**src/rtl/hx8352_init_sequencer_if.sv**
```systemverilog
// 16-bit 8080-style write bus from the init sequencer to the HX8352 panel.
//
// Handshake: there is no backpressure on this bus. A write is transferred
// when lcd_cs_n is low and lcd_wr_n rises; lcd_rs and lcd_data are stable
// from at least one clock before lcd_wr_n falls until after it rises.
// lcd_rd_n is never asserted.
interface hx8352_init_sequencer_if;
  logic        lcd_cs_n;
  logic        lcd_rs;
  logic        lcd_wr_n;
  logic        lcd_rd_n;
  logic [15:0] lcd_data;

  modport master (
    output lcd_cs_n,
    output lcd_rs,
    output lcd_wr_n,
    output lcd_rd_n,
    output lcd_data
  );

  modport slave (
    input lcd_cs_n,
    input lcd_rs,
    input lcd_wr_n,
    input lcd_rd_n,
    input lcd_data
  );
endinterface

```
**src/rtl/hx8352_init_sequencer.sv**
```systemverilog
// HX8352 register-init sequencer. Once the panel hardware reset is done it
// walks a small init ROM (command writes, data writes, millisecond delays)
// on the 8080 bus, then raises init_done for the GRAM writer downstream.
//
// Init ROM layout: 0 CMD 0x0083, 1 DATA 0x0002, 2 DELAY 5, 3 CMD 0x0085,
// 4 DATA 0x0003, 5 CMD 0x0022 (GRAM write), 6 END; every later entry is END.
// With TEST_NO_END set, entries from 6 onward become DATA 0xA000|index so
// the table has no END and the last-index stop is exercised.
// All bus outputs are registered. wr_n follows the WR_LO state one clock
// later, which yields one cycle of data setup before the falling edge and
// keeps data/rs stable past the rising edge. ROM_DEPTH must be at least 8.
module hx8352_init_sequencer #(
  parameter int WR_LOW_CYCLES     = 2,
  parameter int WR_HIGH_CYCLES    = 2,
  parameter int DELAY_UNIT_CYCLES = 50_000,
  parameter int ROM_DEPTH         = 64,
  parameter bit TEST_NO_END       = 1'b0
) (
  input  logic                           clk,
  input  logic                           reset_tick,
  input  logic                           lcd_rst_done,
  hx8352_init_sequencer_if.master        lcd,
  output logic                           busy,
  output logic                           init_done,
  output logic [2:0]                     state_dbg
);

  localparam int IDX_W = $clog2(ROM_DEPTH);

  localparam logic [1:0] T_CMD   = 2'd0;
  localparam logic [1:0] T_DATA  = 2'd1;
  localparam logic [1:0] T_DELAY = 2'd2;
  localparam logic [1:0] T_END   = 2'd3;

  localparam logic [2:0] S_IDLE  = 3'd0;
  localparam logic [2:0] S_FETCH = 3'd1;
  localparam logic [2:0] S_SETUP = 3'd2;
  localparam logic [2:0] S_WR_LO = 3'd3;
  localparam logic [2:0] S_WR_HI = 3'd4;
  localparam logic [2:0] S_DELAY = 3'd5;
  localparam logic [2:0] S_DONE  = 3'd6;

  localparam logic [23:0]      WR_LO_LOAD = 24'(WR_LOW_CYCLES - 1);
  localparam logic [23:0]      WR_HI_LOAD = 24'(WR_HIGH_CYCLES - 1);
  localparam logic [IDX_W-1:0] IDX_LAST   = IDX_W'(ROM_DEPTH - 1);

  logic [2:0]       state;
  logic [IDX_W-1:0] idx;
  logic [17:0]      rom_q;
  logic [23:0]      cnt;
  logic             cs_n_q;
  logic             rs_q;
  logic             wr_n_q;
  logic [15:0]      data_q;
  logic [47:0]      dly_prod;
  logic [23:0]      dly_load;
  logic             active;
  logic             abort;

  // Init ROM contents, entry = {type[1:0], value[15:0]}.
  function automatic logic [17:0] rom_entry(input logic [IDX_W-1:0] i);
    logic [17:0] e;
    case (int'(i))
      0:       e = {T_CMD,   16'h0083};
      1:       e = {T_DATA,  16'h0002};
      2:       e = {T_DELAY, 16'd5};
      3:       e = {T_CMD,   16'h0085};
      4:       e = {T_DATA,  16'h0003};
      5:       e = {T_CMD,   16'h0022};
      default: e = TEST_NO_END ? {T_DATA, 16'hA000 | 16'(i)} : {T_END, 16'h0000};
    endcase
    return e;
  endfunction

  // Delay length in clocks, clamped to the 24-bit counter range.
  always_comb begin
    dly_prod = 48'(rom_q[15:0]) * 48'(DELAY_UNIT_CYCLES);
    dly_load = (|dly_prod[47:24]) ? 24'hFF_FFFF : dly_prod[23:0];
    active   = (state != S_IDLE) && (state != S_DONE);
    abort    = active && !lcd_rst_done;
  end

  // Sequencer FSM, ROM read register and registered bus outputs.
  always_ff @(posedge clk or posedge reset_tick) begin
    if (reset_tick) begin
      state     <= S_IDLE;
      idx       <= '0;
      rom_q     <= '0;
      cnt       <= '0;
      cs_n_q    <= 1'b1;
      rs_q      <= 1'b1;
      wr_n_q    <= 1'b1;
      data_q    <= '0;
      busy      <= 1'b0;
      init_done <= 1'b0;
    end else if (abort) begin
      // Panel reset dropped mid-sequence: back to idle, init_done untouched.
      state  <= S_IDLE;
      idx    <= '0;
      cnt    <= '0;
      cs_n_q <= 1'b1;
      rs_q   <= 1'b1;
      wr_n_q <= 1'b1;
      data_q <= '0;
      busy   <= 1'b0;
    end else begin
      wr_n_q <= (state != S_WR_LO);
      case (state)
        S_IDLE: begin
          if (lcd_rst_done) begin
            state <= S_FETCH;
            busy  <= 1'b1;
          end
        end
        S_FETCH: begin
          rom_q <= rom_entry(idx);
          state <= S_SETUP;
        end
        S_SETUP: begin
          // The last index always terminates so idx can never wrap to 0.
          if ((rom_q[17:16] == T_END) || (idx == IDX_LAST)) begin
            state     <= S_DONE;
            cs_n_q    <= 1'b1;
            busy      <= 1'b0;
            init_done <= 1'b1;
          end else if (rom_q[17:16] == T_DELAY) begin
            cs_n_q <= 1'b0;
            cnt    <= dly_load;
            state  <= S_DELAY;
          end else begin
            cs_n_q <= 1'b0;
            rs_q   <= rom_q[16];
            data_q <= rom_q[15:0];
            cnt    <= WR_LO_LOAD;
            state  <= S_WR_LO;
          end
        end
        S_WR_LO: begin
          if (cnt == '0) begin
            cnt   <= WR_HI_LOAD;
            state <= S_WR_HI;
          end else begin
            cnt <= cnt - 1'b1;
          end
        end
        S_WR_HI, S_DELAY: begin
          if (cnt == '0) begin
            idx   <= idx + 1'b1;
            state <= S_FETCH;
          end else begin
            cnt <= cnt - 1'b1;
          end
        end
        S_DONE: begin
          state <= S_DONE;
        end
        default: begin
          state <= S_IDLE;
        end
      endcase
    end
  end

  assign lcd.lcd_cs_n = cs_n_q;
  assign lcd.lcd_rs   = rs_q;
  assign lcd.lcd_wr_n = wr_n_q;
  assign lcd.lcd_rd_n = 1'b1;
  assign lcd.lcd_data = data_q;
  assign state_dbg    = state;

endmodule
```
**src/flat_wrapper.sv**
```systemverilog
// flat-port wrapper written by rule: the top's interface ports become plain ports
module hx8352_init_sequencer_flat 
#(
  parameter int WR_LOW_CYCLES     = 2,
  parameter int WR_HIGH_CYCLES    = 2,
  parameter int DELAY_UNIT_CYCLES = 50_000,
  parameter int ROM_DEPTH         = 64,
  parameter bit TEST_NO_END       = 1'b0
)
  (clk, reset_tick, lcd_rst_done, busy, init_done, state_dbg, lcd_lcd_cs_n, lcd_lcd_rs, lcd_lcd_wr_n, lcd_lcd_rd_n, lcd_lcd_data);
  hx8352_init_sequencer_if lcd_i ();
  input  logic clk;
  input  logic reset_tick;
  input  logic lcd_rst_done;
  output logic busy;
  output logic init_done;
  output logic [2:0] state_dbg;
  output wire logic [$bits(lcd_i.lcd_cs_n)-1:0] lcd_lcd_cs_n;
  output wire logic [$bits(lcd_i.lcd_rs)-1:0] lcd_lcd_rs;
  output wire logic [$bits(lcd_i.lcd_wr_n)-1:0] lcd_lcd_wr_n;
  output wire logic [$bits(lcd_i.lcd_rd_n)-1:0] lcd_lcd_rd_n;
  output wire logic [$bits(lcd_i.lcd_data)-1:0] lcd_lcd_data;
  assign lcd_lcd_cs_n = lcd_i.lcd_cs_n;
  assign lcd_lcd_rs = lcd_i.lcd_rs;
  assign lcd_lcd_wr_n = lcd_i.lcd_wr_n;
  assign lcd_lcd_rd_n = lcd_i.lcd_rd_n;
  assign lcd_lcd_data = lcd_i.lcd_data;
  hx8352_init_sequencer #(.WR_LOW_CYCLES(WR_LOW_CYCLES), .WR_HIGH_CYCLES(WR_HIGH_CYCLES), .DELAY_UNIT_CYCLES(DELAY_UNIT_CYCLES), .ROM_DEPTH(ROM_DEPTH), .TEST_NO_END(TEST_NO_END)) u_core (.clk(clk), .reset_tick(reset_tick), .lcd_rst_done(lcd_rst_done), .lcd(lcd_i), .busy(busy), .init_done(init_done), .state_dbg(state_dbg));
endmodule
```
**config.mk**
```make
export PLATFORM = sky130hd
export DESIGN_NAME = hx8352_init_sequencer_flat
export DESIGN_NICKNAME = d
export VERILOG_FILES = /design/src/rtl/hx8352_init_sequencer_if.sv /design/src/rtl/hx8352_init_sequencer.sv /design/src/flat_wrapper.sv
export SDC_FILE = /design/constraint.sdc
export NUM_CORES = 1
export LEC_CHECK = 0
export BUFFER_PORTS_ARGS = -buffer_cell sky130_fd_sc_hd__buf_2
export CAP_MARGIN = 40
export CELL_PAD_IN_SITES_DETAIL_PLACEMENT = 0
export CELL_PAD_IN_SITES_GLOBAL_PLACEMENT = 1
export CORE_MARGIN = 1
export CORE_UTILIZATION = 47
export CTS_CLUSTER_DIAMETER = 30
export DETAILED_ROUTE_END_ITERATION = 6
export GPL_TIMING_DRIVEN = 0
export PLACE_DENSITY = 0.91
export SLEW_MARGIN = 25
export SYNTH_ARGS = -nofsm -noshare
export SYNTH_HDL_FRONTEND = slang
export SYNTH_SLANG_ARGS = --single-unit
```
**constraint.sdc**
```tcl
create_clock -name clk -period 3.6 [get_ports clk]
set_input_delay 0.18 -clock clk [delete_from_list [all_inputs] [get_ports clk]]
set_output_delay 0.18 -clock clk [all_outputs]
set_load 0.1 [all_outputs]
```
==> flow_metrics.tcl <==
set metrics [dict create \
    cts_buffer_depth 2 \
    drt_iter0_drc 200 \
    die_w_um 93.5 \
    r2r_start "u_core.rom_q[1]" \
    fp.dieH_um 93.5 \
    cp_top_family "adder cells" \
    cts_tree "done" \
    cp_common_cell "ha_1" \
    cts_root_buf "clkbuf_8" \
    port_buffers 15 \
    worstHoldEndpoint "u_core.init_done" \
    regToRegSetupSlack_ns 0.13 \
    num_vias 3453 \
    syn_area_um2 3930 \
    power_density_nw_per_um2 972 \
    crit_fanout 6 \
    power.leakage_nw 2.01 \
    max_stage_delay_ns 0.46 \
    ios 28 \
    diodes 0 \
    cts.sink_count 50 \
    fin_crit_ns 3.47 \
    fin_util_pct 55.0 \
    die_area_um2 8740 \
    grt_pass1_vias 3357 \
    clock_skew_ns 0.00670 \
    p_sw_share_pct 56.0 \
    start_util_pct 49.6 \
    via_per_inst 5.81 \
    postSynthCellCount 453 \
    synthesis.area_per_instance_um2 8.68 \
    rr_worst_depth 13 \
    startpoint "u_core.rom_q[1]" \
    coreArea_um2 7930 \
    final_nets 540 \
    drv_slew 0 \
    hold_viol 0 \
    hold_class "register to register" \
    worstHoldStart "u_core.init_done" \
    cp_num_buf_inv 2 \
    p_switching_w 0.00237 \
    end_kind "register" \
    maxCapViolations 0 \
    drive_above_1_share_pct 14.8 \
    yosysSeqAreaShare_pct 31.9 \
    grt_use_total_pct 23.5 \
    seqPwrFrac_pct 22.3 \
    cts_made_buffers 5 \
    outcome "completed" \
    path_cells "inv_2 -> ha_1 -> inv_1 -> ha_1 -> ha_1 -> ha_1 -> ha_1 -> ha_2 -> or2_2 -> o32ai_4 -> o21ai_1 -> xnor2_1 -> o211ai_1" \
    clkPwrFrac_pct 7.9 \
    worst-slew-pin-transition_ns 0.753 \
    setup_tns_ns 0 \
    syn_to_final_growth_pct 10.8 \
    cp-start-kind "register" \
    synth_edf_count 0 \
    pre_cts_slack_ns -0.246 \
    routed_wl_mm 9.52 \
    place_congestion 0.909 \
    fmax_mhz 288 \
    required_ns 3.77 \
    ys_seq_elements 50 \
    antenna_found_initial 0 \
    path_class "register to register" \
    dr.pass1.iters 5 \
    htree_num_levels 2 \
    grt_max_degree 51 \
    timing.rr.end "u_core.cnt[20]" \
    internal_power_w 0.00186 \
    ant_nets 0 \
    comb_power_share_pct 69.8 \
    finalSetupViolCount 0 \
    yosysWarnings 0 \
    clkLatencyLatePin_ns 0.30 \
    grt_overflow_total 0 \
    synth-main-ff-cell "dfrtp_1" \
    slew-limit-headroom_pct 49.4 \
    synth.distinct_cells 59 \
    peakVddDrop_v 0.000578 \
    async_flop_share_pct 100 \
    remaining_drc_errors 0 \
    layout_setup_ws_ns 0.132 \
    cts.clk_slew.worst_paths_ns 0.10 \
    cp.arrival_ns 3.64 \
    fin_crit_sh_pct 96.3 \
    place_hpwl_mm 7.08 \
    grt_pass1_wl_mm 16.1 \
    wl_per_cell_um 16.0 \
    cpMaxStageDelayCell "dfrtp_2" \
    fp-row-count 32 \
    min_path_cells 1 \
]
-- final cells by class --
class	instances	area, um2
Clock buffer	6	72.6
Tap cell	102	128
Inverter	17	66.3
Sequential cell	50	1260
Multi-Input combinational cell	368	2540
Timing Repair Buffer	21	118
Fill cell	782	3570
Buffer	28	163
Clock inverter	2	17.5
-- layout by cell type (no fill, tap or decap), drive strengths merged, types with 4 or more instances in the layout --
cell type	n
o221ai	5
nand2	42
o21ai	50
ha	44
nand3	17
o31ai	5
conb	12
nor3	19
or4	5
a21o	5
nand2b	6
or3	5
xnor2	13
a31oi	6
buf	38
nor2	35
nor2b	5
mux2i	6
dfrtp	47
inv	18
nor4	12
clkbuf	16
a211oi	4
a21oi	30
-- power groups by stage --
stage | clock network, W | logic, W | registers [W]
6_report | 0.000336 | 0.00296 | 0.000946
3_3_place_gp | 0 | 0.00283 | 0.000951
4_1_cts | 0.000347 | 0.00290 | 0.000948
2_1_floorplan | 0 | 0.00198 | 0.00122
3_5_place_dp | 0 | 0.00287 | 0.000956
5_1_grt | 0.000368 | 0.00327 | 0.000984
-- synth_stat cells (12+ instances only) --
master	number	area share, %
nand2_1	41	3.9
nor2_1	34	3.2
buf_4	12	2.3
a21oi_1	30	3.8
ha_1	44	14
dfrtp_1	47	30
o21ai_1	19	2.4
inv_1	17	1.6
xnor2_1	13	2.9
nand3_1	17	2.2
o21ai_0	31	3.9
nor3_1	19	2.4
-- kinds of logic after synthesis --
logic type	synth area share [%]
AO/OA/AOI/OAI	20.0
XOR/XNOR	3.56
adder cells (fa/ha/maj)	15.0
buffers and inverters	5.76
flip-flops	31.9
multiplexers	1.81
other	0.191
AND/OR/NAND/NOR	21.7
-- how the worst max path moves through the flow --
stage                     slack [ns]  cells after the start              to
after global placement         -0.16                     14  u_core.cnt[21]
final                           0.13                     13  u_core.cnt[20]
after CTS                      0.005                     16  u_core.cnt[20]
after floorplan                 0.37                     13  u_core.cnt[20]
after global routing           -0.02                     13  u_core.cnt[20]
after detailed placement       -0.25                     16  u_core.cnt[20]
-- registers in the layout, summed over array words and instances (netlist names) --
register	cells
u_core.lcd.lcd_cs_n	1
u_core.lcd.lcd_data	5
u_core.lcd.lcd_rs	1
u_core.busy	1
u_core.lcd.lcd_wr_n	1
u_core.state_dbg	3
u_core.rom_q	7
u_core.cnt	24
u_core.idx	6
u_core.init_done	1
-- per-layer routing --
layer | vias up | wire, um | share of wire (%) | track usage [%]
met1 | 1657 | 4600 | 48 | 32.5
met5 | - | 0 | 0 | 0
met3 | 15 | 304 | 3.2 | 2.93
li1 | 1709 | - | - | -
met4 | 0 | 227 | 2.4 | 7.31
met2 | 72 | 4390 | 46 | 38.1
-- stage by stage --
step                      hold slack, ns  instances  area, um2  power [W]
after floorplan                    0.463        463       3970    0.00320
after global placement             0.449        580       4170    0.00378
after detailed placement           0.315        582       4190    0.00383
after CTS                          0.475        591       4300    0.00419
after global routing               0.502        594       4360    0.00463
final                              0.468        594       4360    0.00424
-- what timing repair did --
action,CTS,global route
endpoints found under the hold margin,47,0
hold buffers,1,0
endpoints found under the setup margin,5,5
gates resized for setup,4,7
gates cloned,0,0
pin swaps,1,4
setup buffers,0,3
Note: power is estimated with default switching activity, not from simulation.
